### config.mk
export PLATFORM = sky130hd
export DESIGN_NAME = score_recorder_flat
export DESIGN_NICKNAME = d
export VERILOG_FILES = /design/src/rtl/score_recorder_if.sv /design/src/rtl/score_recorder.sv /design/src/flat_wrapper.sv
export SDC_FILE = /design/constraint.sdc
export NUM_CORES = 1
export LEC_CHECK = 0
export BUFFER_PORTS_ARGS = -buffer_cell sky130_fd_sc_hd__buf_2
export CORE_MARGIN = 2
export CORE_UTILIZATION = 55
export CTS_CLUSTER_SIZE = 25
export DETAILED_ROUTE_END_ITERATION = 10
export HOLD_SLACK_MARGIN = 0.06
export PLACE_DENSITY = 0.76
export SYNTH_ARGS = -nofsm -noshare
export SYNTH_HDL_FRONTEND = slang
export SYNTH_SLANG_ARGS = --single-unit
### constraint.sdc
create_clock -name clk -period 2.9 [get_ports clk]
set_input_delay 0.58 -clock clk [delete_from_list [all_inputs] [get_ports clk]]
set_output_delay 0.58 -clock clk [all_outputs]
set_load 0.01 [all_outputs]
### src/rtl/score_recorder_if.sv
// Write port of the 128x8 score RAM: address {song, slot}, data {valid, pitch}, one-cycle strobe.
interface score_recorder_if;
  logic [6:0] addr;
  logic [7:0] wdata;
  logic       wren;

  modport master (output addr, wdata, wren);
  modport slave  (input  addr, wdata, wren);
endinterface

### src/rtl/score_recorder.sv
// Records keyboard notes into the score RAM, one word per beat, and ends every take with 8'h00.
// state | meaning
// IDLE  | waiting for record start; song select accepted
// ARM   | one cycle after start; pending note reset to rest
// REC   | one RAM word per beat; stop or slot 30 ends the take
// TERM  | writes the end marker and pulses done
module score_recorder #(
  parameter int         BEAT_DIV = 32768,
  parameter logic [1:0] DEF_SONG = 2'b01
) (
  input  logic               clk,
  input  logic               reset_n,
  input  logic [4:0]         keybord,
  score_recorder_if.master   wr,
  output logic               recording,
  output logic               done,
  output logic [1:0]         song
);

  localparam int CNT_W = (BEAT_DIV > 2) ? $clog2(BEAT_DIV) : 1;
  localparam logic [CNT_W-1:0] CNT_LAST = CNT_W'(BEAT_DIV - 1);
  localparam logic [7:0] REST = 8'h80;

  typedef enum logic [1:0] {S_IDLE, S_ARM, S_REC, S_TERM} state_t;

  state_t           state_q, state_d;
  logic [CNT_W-1:0] cnt_q, cnt_d;
  logic [4:0]       slot_q, slot_d;
  logic [7:0]       pend_q, pend_d;
  logic [1:0]       song_q, song_d;
  logic [6:0]       addr_q, addr_d;
  logic [7:0]       wdata_q, wdata_d;
  logic             wren_q, wren_d;
  logic             done_q, done_d;

  logic       is_start, is_stop, is_sel, is_note, tick;
  logic [7:0] note_word;

  assign is_start  = (keybord == 5'b11000);
  assign is_stop   = (keybord == 5'b11001);
  assign is_sel    = (keybord[4:2] == 3'b101);
  assign is_note   = !keybord[4] && (keybord[3:0] != 4'h0);
  assign note_word = {4'b1000, keybord[3:0]};
  assign tick      = (cnt_q == CNT_LAST);

  always_comb begin
    state_d = state_q;
    cnt_d   = tick ? '0 : cnt_q + CNT_W'(1);
    slot_d  = slot_q;
    pend_d  = is_note ? note_word : pend_q;
    song_d  = song_q;
    addr_d  = addr_q;
    wdata_d = wdata_q;
    wren_d  = 1'b0;
    done_d  = 1'b0;
    unique case (state_q)
      S_IDLE: begin
        if (is_sel) song_d = keybord[1:0];
        if (is_start) begin
          state_d = S_ARM;
          slot_d  = 5'd0;
          cnt_d   = '0;
        end
      end
      S_ARM: begin
        pend_d  = REST;
        state_d = S_REC;
      end
      S_REC: begin
        // A key on the tick cycle goes straight into this beat's word.
        if (tick) begin
          wren_d  = 1'b1;
          addr_d  = {song_q, slot_q};
          wdata_d = is_note ? note_word : pend_q;
          pend_d  = REST;
          slot_d  = slot_q + 5'd1;
          if (slot_q == 5'd30 || is_stop) state_d = S_TERM;
        end else if (is_stop) begin
          state_d = S_TERM;
        end
      end
      S_TERM: begin
        wren_d  = 1'b1;
        addr_d  = {song_q, slot_q};
        wdata_d = 8'h00;
        done_d  = 1'b1;
        state_d = S_IDLE;
      end
      default: state_d = S_IDLE;
    endcase
  end

  always_ff @(posedge clk or negedge reset_n) begin
    if (!reset_n) begin
      state_q <= S_IDLE;
      cnt_q   <= '0;
      slot_q  <= 5'd0;
      pend_q  <= REST;
      song_q  <= DEF_SONG;
      addr_q  <= 7'h00;
      wdata_q <= 8'h00;
      wren_q  <= 1'b0;
      done_q  <= 1'b0;
    end else begin
      state_q <= state_d;
      cnt_q   <= cnt_d;
      slot_q  <= slot_d;
      pend_q  <= pend_d;
      song_q  <= song_d;
      addr_q  <= addr_d;
      wdata_q <= wdata_d;
      wren_q  <= wren_d;
      done_q  <= done_d;
    end
  end

  assign wr.addr   = addr_q;
  assign wr.wdata  = wdata_q;
  assign wr.wren   = wren_q;
  assign done      = done_q;
  assign song      = song_q;
  assign recording = (state_q == S_ARM) || (state_q == S_REC);

endmodule

### src/flat_wrapper.sv
// flat-port wrapper written by rule: the top's interface ports become plain ports
module score_recorder_flat 
#(
  parameter int         BEAT_DIV = 32768,
  parameter logic [1:0] DEF_SONG = 2'b01
)
  (clk, reset_n, keybord, recording, done, song, wr_addr, wr_wdata, wr_wren);
  score_recorder_if wr_i ();
  input  logic clk;
  input  logic reset_n;
  input  logic [4:0] keybord;
  output logic recording;
  output logic done;
  output logic [1:0] song;
  output wire logic [$bits(wr_i.addr)-1:0] wr_addr;
  output wire logic [$bits(wr_i.wdata)-1:0] wr_wdata;
  output wire logic [$bits(wr_i.wren)-1:0] wr_wren;
  assign wr_addr = wr_i.addr;
  assign wr_wdata = wr_i.wdata;
  assign wr_wren = wr_i.wren;
  score_recorder #(.BEAT_DIV(BEAT_DIV), .DEF_SONG(DEF_SONG)) u_core (.clk(clk), .reset_n(reset_n), .keybord(keybord), .wr(wr_i), .recording(recording), .done(done), .song(song));
endmodule
; ---- Word-level counts from Yosys, hierarchy flattened
; Cells that the tools add are included.
[op_classes]
n_addsub = 2
multipliers = 0
n_div = 0
magnitude_cmp = 0
n_eq_ne = 12
shift = 0
mux = 21
bitwise = 0
reduce_logical = 12
[op_table]
columns = cell, n
row1 = $mux W15, 3
row2 = $pmux W8 S2, 2
row3 = $mux W8, 3
row4 = $add A15 B1 Y15 const B, 1
row5 = $eq A15 B15 Y1 const B, 1
row6 = $eq A5 B5 Y1 const B, 3
row7 = $pmux W7 S2, 1
row8 = $mux W5, 2
row9 = $pmux W5 S2, 1
row10 = $mux W2, 4
row11 = $pmux W2 S4, 1
row12 = $mux W7, 1
row13 = $reduce_and A3 Y1, 2
row14 = $add A5 B1 Y5 const B, 1
row15 = $eq A2 B2 Y1 const B, 2
row16 = $ne A2 B1 Y1 const B, 2
row17 = $reduce_and A2 Y1, 2
row18 = $reduce_bool A2 Y1, 2
row19 = $reduce_bool A4 Y1, 1
row20 = $eq A3 B3 Y1 const B, 1
row21 = $ne A3 B1 Y1 const B, 1
row22 = $ne A3 B3 Y1 const B, 1
row23 = $eq A2 B1 Y1 const B, 1
row24 = $logic_not A2 Y1, 1
row25 = other kinds (5), 7
[totals]
ff_bits = 49
latch_bits = 0
ramBits = 0
mem_bits_ro = 0
in_bits = 7
out_inout_bits = 20
wordCells = 56
memories = 0

; ---- Longest topological paths before layout
; Gate-level depths: netlist of the first run.
[logic_depth]
ltp_word = 5
ltp_mapped = 7
mapped_depth_nobuf = 6

; ---- Worst setup path before layout of the first run
; OpenSTA, ideal clock, no wires.
[synth_timing]
path_type = input port to flip-flop
from = input keybord[1]
to = register u_core.wdata_q[1], in the netlist u_core.wr.wdata[1]
setup_time_ns = 0.082
arrival_ns = 1.801
t_required_ns = 2.818
slack_ns = 1.017
stages = 5
path_buffers = 1
path_cell_list = o41ai_1 clkbuf_1 a22oi_1 nand2b_1 a31oi_1
[synth_via]
elab_chain_cells = 5
[synth_rtl]
columns = element, line_no
row1 = from (decl), flat_wrapper.sv:11  ; input logic [4:0] keybord;
row2 = $reduce_bool A4 Y1, score_recorder.sv:42  ; assign is_note = !keybord[4] && (keybord[3:0] != 4'h0);
row3 = $logic_and A1 B1 Y1, score_recorder.sv:42
row4 = $mux W8 (*), score_recorder.sv:74  ; wdata_d = is_note ? note_word : pend_q;
row5 = $mux W8 (*), score_recorder.sv:71  ; if (tick) begin
row6 = $pmux W8 S2 (*), score_recorder.sv:56  ; unique case (state_q)
row7 = to (signal assigned), score_recorder.sv:111  ; wdata_q <= wdata_d;
row8 = to (decl), score_recorder.sv:32  ; logic [7:0] wdata_q, wdata_d;
; Mark *: on every way between the ends. The rest lies on a longest branch, timed or not. The select of a mux whose other input is x is not followed.
; A chain may end at the register's enable or synchronous reset.

; ---- Worst setup path in the final report of the first run
[layout_timing]
from = register u_core.cnt_q[2]
to = register u_core.state_q[1]
[layout_via]
elab_chain_cells = 3
elab_cells_between_ends = 6
cone_classes = 3 x eq/ne / 2 x mux / 1 x reduce/logical
[layout_rtl]
columns = element, line_no
row1 = from (decl), score_recorder.sv:27  ; logic [CNT_W-1:0] cnt_q, cnt_d;
row2 = from (signal assigned), score_recorder.sv:106  ; cnt_q <= cnt_d;
row3 = $eq A15 B15 Y1 (*), score_recorder.sv:44  ; assign tick = (cnt_q == CNT_LAST);
row4 = "$mux W2, or another cell as far along", score_recorder.sv:71
row5 = $pmux W2 S4 / $reduce_and A3 Y1 (equally long branches), -
row6 = to (signal assigned), score_recorder.sv:105  ; state_q <= state_d;
row7 = to (decl), score_recorder.sv:26  ; state_t state_q, state_d;
; Mark *: on every way between the ends. The rest lies on a longest branch, timed or not.

==> results of run 1 <==
==> Yosys cell counts, drive strengths merged, types with 2 or more instances <==
| master | n |
|---|---|
| clkbuf | 5 |
| nand2 | 24 |
| and2 | 2 |
| dfrtp | 47 |
| mux2 | 8 |
| xnor2 | 7 |
| inv | 9 |
| a21oi | 10 |
| ha | 7 |
| o311ai | 2 |
| nor4 | 4 |
| nand4 | 5 |
| mux2i | 3 |
| nor2 | 25 |
| nand3 | 10 |
| xor2 | 6 |
| nand2b | 5 |
| and3 | 4 |
| nand4b | 2 |
| o21ai | 13 |
| dfstp | 2 |
| buf | 5 |
| a22oi | 3 |
| a31oi | 9 |
==> cell type report <==
cell class              count  area share (%)
repair buffers             30            6.00
clock inverters             1           0.187
flip-flops and latches     49            46.0
well taps                  52            2.44
clock buffers               7            3.61
inverters                  10            1.41
multi-input cells         163            40.4
==> cell families (layout without fill, tap and decap cells) <==
logic type	after synthesis	after routing	synth area share, %
and+or+nand+nor	89	89	20.3
DFF	49	49	51.2
AOI/OAI and AO/OA	43	43	11.1
buffers and inverters	20	48	3.86
xor gates and xnor gates	13	13	4.74
muxes	11	11	5.16
adders and majority gates	7	7	3.65
==> registers in the layout (all words and copies together), names as in the netlist <==
name and count:
u_core.state_q 2, u_core.done 1, u_core.wr.addr 7, u_core.cnt_q 15
u_core.pend_q 8, u_core.wr.wren 1, u_core.song 2, u_core.wr.wdata 8
u_core.slot_q 5
==> worst reg2reg max path: cells and delay by family, from the launching register on <==
kind | cells | cell delay (ns)
AO/OA/AOI/OAI | 1 | 0.09
AND/OR/NAND/NOR | 3 | 1.32
flip-flops | 1 | 0.44
multiplexers | 1 | 0.29
==> power groups by stage <==
stage          Clock, W  Combinational, W  Sequential (W)
2_1_floorplan         0          0.000706         0.00113
3_3_place_gp          0          0.000987         0.00112
3_5_place_dp          0           0.00102         0.00113
4_1_cts        0.000449           0.00102         0.00112
5_1_grt        0.000479           0.00113         0.00115
6_report       0.000435           0.00101         0.00112
==> layer usage <==
layer  global-route usage [%]  vias to the layer above
li1                         -                      869
met1                     27.7                      825
met2                     30.8                       34
met3                     4.47                        4
met4                     7.48                        0
met5                        0                        -
==> through the flow <==
stage / util, % / instances / hold WS [ns]
floorplan: - / 232 / 0.284
global placement: 60.3 / 304 / 0.468
detailed placement: 60.3 / 304 / 0.470
CTS: 62.6 / 312 / 0.205
global route: 62.6 / 312 / 0.218
finish: 62.6 / 312 / 0.191
==> path summary, 6_finish.rpt <==
kind                                     end
setup reg to reg           u_core.state_q[1]
max in group asynchronous     u_core.song[0]
hold reg to reg             u_core.pend_q[7]
hold / removal               u_core.cnt_q[8]
min in group clk            u_core.pend_q[7]
setup / recovery           u_core.state_q[1]
==> key figures, run 1 <==
Floorplanning
  • Die area: 4910 sq um
  • Initial Util: 56.3%
  • Die height: 70.1 um
  • Core area: 4260 sq um
  • DIE WIDTH: 70.1 um
  • IO Count: 27
  • Num rows: 24

Power and ir drop
  • Pwr Total: 0.00256 W
  • P per Cell Area: 959 nW/um^2
  • Switching share of power: 38.2%
  • Seq pwr share: 43.5%
  • Static leakage: 1.30 nW
  • Psw: 0.000978 W
  • Internal Pwr Total: 0.00158 W
  • Max VDD drop: 0.552 mV
  • Comb pwr share: 39.5%
  • Clk pwr share: 17.0%

Clock network
  • TritonCTS Buffers: 5
  • Post-CTS Resized: 0
  • Hold buffers post-CTS: 0
  • CTS sink count: 49
  • CTS tree: yes
  • Clock Path Buffers: 2
  • Setup Buffers After CTS: 0
  • CTS clk-pin slew, worst paths: 0.09 ns
  • Root Buffer: clkbuf_8
  • H-tree depth: 2
  • Worst skew pair latency: 0.30 ns

Timing
  • Worst setup margin: 0.662 ns
  • Worst Max-Slew Pin Slew: 0.779 ns
  • Setup Skew: 0.00593 ns
  • Max-slew headroom: 46.6%
  • Final hold violations: 0
  • Slew Limit Fails: 0
  • Crit path time final: 2.24 ns
  • F_max: 447 MHz
  • # setup viols final: 0
  • Setup TNS Final: 0 ns
  • Final period utilization: 77.2%
  • RSZ-0062 raised after global routing: false

Critical path
  • Slowest cell delay on critical path: 0.86 ns
  • Crit-path slowest cell: or4_1
  • CP Buf/Inv Count: 0
  • Reg-to-reg slack, setup: 0.66 ns
  • Startpoint types: register
  • Critical-path cell list: nand4_2 > or4_1 > nor2_2 > o21ai_2 > mux2_4
  • CP Capture Type: register
  • Delay-heaviest family, CP: simple AND/OR/NAND/NOR gates
  • Crit path from: u_core.cnt_q[2]
  • Reg2Reg Depth: 5
  • CP Depth: 5
  • Required @ worst endpoint: 3.09 ns
  • Worst r2r src: u_core.cnt_q[2]
  • CP Class: register to register
  • CP Data Arrival Time: 2.43 ns
  • Peak fanout along the critical path: 17

Yosys
  • Unique cell type count in the Yosys netlist: 50
  • Synth top area cells: dfrtp_1 49%, nand2_1 3.8%, ha_1 3.6%
  • Register bit total from synthesis: 49
  • Ys async rst share: 100%
  • Synth warnings: 0
  • Post-Synthesis Cell Area: 2400 sq um
  • Post-synth EDFFs: 0
  • Sequential share of the synthesized area: 51.2%
  • Syn nets: 246
  • Synthesized area per cell: 10.3 sq um
  • Cell count after synthesis: 232
  • Yosys top cell by area: dfrtp_1
  • Yosys top cell area share: 49.0%
  • Synth Flop Type: dfrtp_1

Flow run
  • # Max-Cap Violations: 0

Finish
  • Most frequent cells in the layout: 47 x dfrtp_1, 26 x buf_2, 24 x nand2_1, 23 x nor2_1, 12 x o21ai_0
  • Commonest non-fill, non-tap cell in the layout: dfrtp_1
  • NumNets Final: 273
  • Storage cell area: 1230 sq um
  • Fillcell total: 364
  • Area Growth Syn to Fin: 11.3%
  • Final std cell area, no fill: 2670 sq um
  • Ant diodes: 0
  • Area of the multi-input gates: 1080 sq um
  • Share of cells above drive strength 1: 20.8%

Detailed routing
  • DRC: 0
  • Post-DRT Antenna Nets: 0
  • Met3 wire len: 171 um
  • Vias per inst: 5.55
  • Pre-antenna DRT Iters: 4
  • Metal1 wirelength: 2120 um
  • WL final: 4450 um
  • Met2 WL: 2130 um
  • WL/cell: 14.3 um
  • Top sig layer: met4
  • Iteration-0 DRC Markers: 118
  • Via count: 1732

Place
  • Pre-CTS setup slack: 0.662 ns
  • PortBufs: 26
  • GPL Wtd Cong: 0.774
  • Placed inst area: 2570 sq um
  • Post-detail-place hpwl: 3110 um

Global route
  • Gr ovfl total: 0
  • Initial antenna violation count: 0
  • GRT Resource Usage Total: 19.9%
  • First-pass GRT wire length: 7870 um
  • Vias in the first global route: 1694
  • Pin count of the biggest net entering global routing: 33

Min path
  • HP Class: primary input to asynchronous set/reset pin

Outcome
  • Outcome: complete, no violations
Note: power is estimated with default switching activity, not from simulation.
==> inputs of run 2 (changes only) <==
Settings changed: CORE_UTILIZATION 55 to 52, PLACE_DENSITY 0.76 to 0.75.
Clock period 2.9 ns to 1.9 ns, I/O delays scaled along.
==> run 2 against run 1 <==
Against the previous run:
- die area up 5.4%
- via count up 7.4%
- clock skew up 0.0013 ns
- combinational power up 72%
- fmax up 19%
- non-clock buffer count up 24
- cell count up 7.7%
- total power up 64%
- hold slack better by 0.18 ns
- setup slack worse by 0.64 ns
- clock power up 77%
- register-to-register slack worse by 0.64 ns
==> key figures, run 2 (synthesis results as in run 1) <==
Global route
  • Gr ovfl total: 0
  • Pin count of the biggest net entering global routing: 31
  • First-pass GRT wire length: 7910 um
  • Vias in the first global route: 1762
  • GRT Resource Usage Total: 19.8%
  • Initial antenna violation count: 0

Floorplanning
  • Initial Util: 54.4%
  • Die area: 5170 sq um
  • DIE WIDTH: 71.9 um
  • Num rows: 24
  • Die height: 71.9 um
  • Core area: 4410 sq um
  • IO Count: 27

Timing
  • Crit path time final: 1.88 ns
  • # setup viols final: 0
  • Max-slew headroom: 65.0%
  • Final hold violations: 0
  • RSZ-0062 raised after global routing: true
  • Setup TNS Final: 0 ns
  • Worst Max-Slew Pin Slew: 0.515 ns
  • Final period utilization: 98.9%
  • Worst setup margin: 0.0212 ns
  • Slew Limit Fails: 0
  • F_max: 532 MHz
  • Setup Skew: 0.00724 ns

Critical path
  • CP Class: register to register
  • Reg2Reg Depth: 7
  • CP Capture Type: register
  • Peak fanout along the critical path: 9
  • Startpoint types: register
  • CP Data Arrival Time: 2.07 ns
  • Required @ worst endpoint: 2.10 ns

Finish
  • Largest register FFs: 15
  • NumNets Final: 297
  • Share of cells above drive strength 1: 28.5%
  • Ant diodes: 0
  • Commonest non-fill, non-tap cell in the layout: dfrtp_1
  • Most frequent cells in the layout: 47 x dfrtp_1, 26 x buf_2, 25 x buf_4, 24 x nand2_1, 23 x nor2_1
  • Area Growth Syn to Fin: 21.4%
  • Reg with most FFs: u_core.cnt_q

Clock network
  • CTS clk-pin slew, worst paths: 0.09 ns
  • Clock Path Buffers: 2
  • Worst skew pair latency: 0.30 ns
  • H-tree depth: 2
  • CTS tree: yes
  • Root Buffer: clkbuf_8
  • CTS sink count: 49
  • TritonCTS Buffers: 5

Power and ir drop
  • Internal Pwr Total: 0.00264 W
  • Psw: 0.00156 W
  • Max VDD drop: 0.885 mV
  • Seq pwr share: 40.1%
  • P per Cell Area: 1440 nW/um^2
  • Pwr Total: 0.00420 W
  • Clk pwr share: 18.4%
  • Switching share of power: 37.1%
  • Static leakage: 1.42 nW
  • Comb pwr share: 41.5%

Flow run
  • # Max-Cap Violations: 0

Detailed routing
  • DRC: 0
  • Iteration-0 DRC Markers: 76
  • Via count: 1861
  • WL final: 4830 um
  • Pre-antenna DRT Iters: 4
  • WL/cell: 14.4 um
  • Vias per inst: 5.54
  • Post-DRT Antenna Nets: 0

Min path
  • Hold Path Depth: 2
  • HP Class: primary input to register

Outcome
  • Outcome: complete, no violations

Place
  • Post-detail-place hpwl: 3460 um
  • PortBufs: 26
  • GPL Wtd Cong: 0.770
  • Pre-CTS setup slack: -0.00584 ns
run 2: changes by cell type in the layout (fill, tap and decap cells not counted), sizes merged:
cell         previous run  this run
buf                    30        53
bufinv                  0         1
clkbuf                  7         6
clkinv                  2         1
clkinvlp                0         1
dlygate4sd3             0         1
run 2: power groups by stage:
stage / Combinational (W) / Sequential, W / Clock, W
finish: 0.00174 / 0.00169 / 0.000772
global route: 0.00196 / 0.00173 / 0.000824
CTS: 0.00173 / 0.00167 / 0.000788
detailed placement: 0.00171 / 0.00169 / 0
global placement: 0.00167 / 0.00167 / 0
floorplan: 0.00108 / 0.00172 / 0
run 2: layout make-up:
class / count / area (sq um)
clock buffer: 6 / 82.6
fill: 331 / 1500
multi-input combinational: 163 / 1100
tap: 52 / 65.1
clock inverter: 2 / 37.5
sequential: 49 / 1230
timing repair buffer: 54 / 359
inverter: 10 / 37.5
run 2: worst paths after layout:
kind,endpoint,slack [ns],start
max,u_core.slot_q[0],0.02,u_core.cnt_q[9]
min,u_core.song[1],0.37,keybord[1]
max reg2reg,u_core.slot_q[0],0.02,u_core.cnt_q[9]
min reg2reg,u_core.pend_q[7],0.49,u_core.pend_q[7]
max in group asynchronous,u_core.song[0],0.72,reset_n
min in group asynchronous,u_core.cnt_q[10],0.58,reset_n
run 2: metrics by stage:
| stage | instances | instance area [sq um] | util (%) | hold WS [ns] |
|---|---|---|---|---|
| floorplan | 232 | 2400 | - | 0.0844 |
| finish | 336 | 2910 | 66.0 | 0.366 |
| global route | 336 | 2910 | 66.0 | 0.382 |
| global placement | 323 | 2730 | 61.7 | 0.389 |
| CTS | 333 | 2870 | 64.9 | 0.362 |
| detailed placement | 323 | 2730 | 61.7 | 0.389 |
run 2: timing repair:
action | CTS | global route
pin swaps | 0 | 4
buffers inserted | 1 | 3
endpoints found under the hold margin | 8 | 0
resized for setup | 1 | 8
hold buffers | 1 | 0
endpoints found under the setup margin | 4 | 14
run 2: metal layers:
layer	global-route usage (%)	wire length (um)	up-vias
met3	4.86	224	8
met5	0	0	-
met1	26.7	2220	907
met4	6.50	82	0
met2	31.8	2300	38
li1	-	-	908
run 2: worst max-delay path, stage by stage, from the launching register on:
cell and delay, ns:
dfrtp_1 0.42, nand4_4 0.13, or4_4 0.55, buf_6 0.16, buf_4 0.17, nand2_1 0.06, o21ai_0 0.08, a22o_1 0.19
==> inputs of run 3 (changes only) <==
==> constraint.sdc (replaced) <==
create_clock -name clk -period 1.9 [get_ports clk]
set_input_delay 0.19 -clock clk [delete_from_list [all_inputs] [get_ports clk]]
set_output_delay 0.19 -clock clk [all_outputs]
set_load 0.01 [all_outputs]
==> run 3 against run 2 <==
Against the previous run:
- via count is 1.6% higher
- critical endpoint is now u_core.state_q[1]
- global-route usage is 1.0 points higher
- fmax is 0.11% higher
- combinational power is 2% higher
- setup slack better by 0.0021 ns
- largest cell class unchanged
- hold slack worse by 0.19 ns
==> key figures, run 3 (synthesis results as in run 1) <==
Detailed routing
  • Pre-antenna DRT Iters: 4
  • WL/cell: 14.6 um
  • Iteration-0 DRC Markers: 111
  • WL final: 4990 um
  • Via count: 1891
  • Post-DRT Antenna Nets: 0
  • DRC: 0
  • Vias per inst: 5.55

Global route
  • GRT Resource Usage Total: 20.8%
  • Grt peak-use layer: met2
  • First-pass GRT wire length: 8320 um
  • Vias in the first global route: 1840
  • Initial antenna violation count: 0
  • Met2 usage: 33.0%
  • Gr ovfl total: 0
  • Pin count of the biggest net entering global routing: 31
  • Met3 Use GR: 5.00%
  • Met1 Resource Use GR: 27.9%

Timing
  • Setup Skew: 0.00757 ns
  • Final hold slack: 0.180 ns
  • Slew Limit Fails: 0
  • F_max: 533 MHz
  • Final hold violations: 0
  • Max-slew headroom: 63.1%
  • Worst Max-Slew Pin Slew: 0.543 ns
  • Final period utilization: 98.8%
  • RSZ-0062 raised after global routing: true
  • # setup viols final: 0
  • Crit path time final: 1.88 ns

Critical path
  • Peak fanout along the critical path: 9
  • Slowest cell delay on critical path: 0.55 ns
  • CP Buf/Inv Count: 1
  • CP Class: register to register
  • Delay-heaviest family, CP: simple AND/OR/NAND/NOR gates
  • CP Data Arrival Time: 2.07 ns
  • Crit-path slowest cell: or4_4
  • Required @ worst endpoint: 2.09 ns
  • Critical-path cell list: nand4_4 > or4_4 > buf_6 > nor2_4 > o21ai_2 > mux2_4
  • Startpoint types: register
  • CP Capture Type: register

Finish
  • Final std cell area, no fill: 2920 sq um
  • NumNets Final: 302
  • Ant diodes: 0
  • Reg with most FFs: u_core.cnt_q
  • Share of cells above drive strength 1: 28.7%
  • Commonest non-fill, non-tap cell in the layout: dfrtp_1
  • Most frequent cells in the layout: 47 x dfrtp_1, 30 x buf_4, 26 x buf_2, 23 x nand2_1, 23 x nor2_1
  • Area Growth Syn to Fin: 21.7%
  • Largest register FFs: 15

Flow run
  • # Max-Cap Violations: 0

Power and ir drop
  • Static leakage: 1.44 nW
  • Psw: 0.00158 W
  • Pwr Total: 0.00410 W
  • Switching share of power: 38.4%
  • Max VDD drop: 0.803 mV
  • Internal Pwr Total: 0.00252 W
  • Comb pwr share: 43.4%
  • Clk pwr share: 15.4%
  • Seq pwr share: 41.2%
  • P per Cell Area: 1400 nW/um^2

Place
  • GPL Wtd Cong: 0.762
  • PortBufs: 26
  • Placed inst area: 2730 sq um
  • Post-detail-place hpwl: 3460 um

Clock network
  • CTS clk-pin slew, worst paths: 0.09 ns
  • CTS tree: yes
  • TritonCTS Buffers: 5
  • Clock Path Buffers: 2
  • Root Buffer: clkbuf_8
  • H-tree depth: 2
  • Worst skew pair latency: 0.30 ns
  • CTS sink count: 49

Outcome
  • Outcome: complete, no violations

Floorplanning
  • Die height: 71.9 um
  • IO Count: 27
  • Initial Util: 54.4%
  • Num rows: 24
  • Core area: 4410 sq um
  • DIE WIDTH: 71.9 um
  • Die area: 5170 sq um

Min path
  • HP Class: primary input to register
==> run 3: worst paths after layout <==
kind                       cells past startpoint                end  slack [ns]              start
setup / recovery                               6  u_core.state_q[1]        0.02    u_core.cnt_q[9]
hold / removal                                 2     u_core.song[1]        0.18         keybord[1]
setup reg to reg                               6  u_core.state_q[1]        0.02    u_core.cnt_q[9]
hold reg to reg                                2  u_core.wr.addr[0]        0.49  u_core.wr.addr[0]
max in group asynchronous                      3     u_core.song[0]        0.90            reset_n
min in group asynchronous                      2   u_core.cnt_q[10]        0.39            reset_n
==> run 3: power groups by stage <==
stage | Clock [W] | Sequential (W) | Combinational (W)
2_1_floorplan | 0 | 0.00172 | 0.00108
3_3_place_gp | 0 | 0.00167 | 0.00167
3_5_place_dp | 0 | 0.00169 | 0.00172
4_1_cts | 0.000642 | 0.00168 | 0.00174
5_1_grt | 0.000689 | 0.00173 | 0.00199
6_report | 0.000631 | 0.00169 | 0.00178
==> run 3: cell type report <==
cell class	count	area [sq um]
Multi-Input combinational cell	163	1100
Fill cell	340	1490
Tap cell	52	65.1
Sequential cell	49	1230
Timing Repair Buffer	59	397
Clock buffer	8	90.1
Inverter	10	37.5
==> run 3: worst reg2reg max path, delay by kind of cell, from the launching register on <==
family          cells  cell delay (ns)
buf+inv             1             0.16
simple gates        3             0.79
mux                 1             0.32
compound gates      1             0.08
flops               1             0.41
==> run 3: what timing repair did <==
action / CTS / global route
setup buffers: 2 / 6
endpoints found under the hold margin: 21 / 0
hold buffers: 1 / 0
setup endpoints to repair: 8 / 13
gates resized for setup: 3 / 4
pin swaps: 1 / 4
==> run 3: per-stage QoR <==
step | cells | setup WS [ns] | util (%) | TNS, ns
after floorplan | 232 | 0.0249 | - | 0
final | 341 | 0.0233 | 66.2 | 0
after detailed placement | 324 | -0.0171 | 61.9 | -0.0706
after global routing | 341 | -0.0502 | 66.2 | -0.165
after CTS | 335 | -0.0123 | 64.8 | -0.0123
after global placement | 324 | 0.000682 | 61.9 | 0
==> run 3: routing by layer <==
layer	part of all wire [%]	routed length, um
met1	45	2260
met2	48	2400
met3	5.3	263
met4	1.1	57
met5	0	0
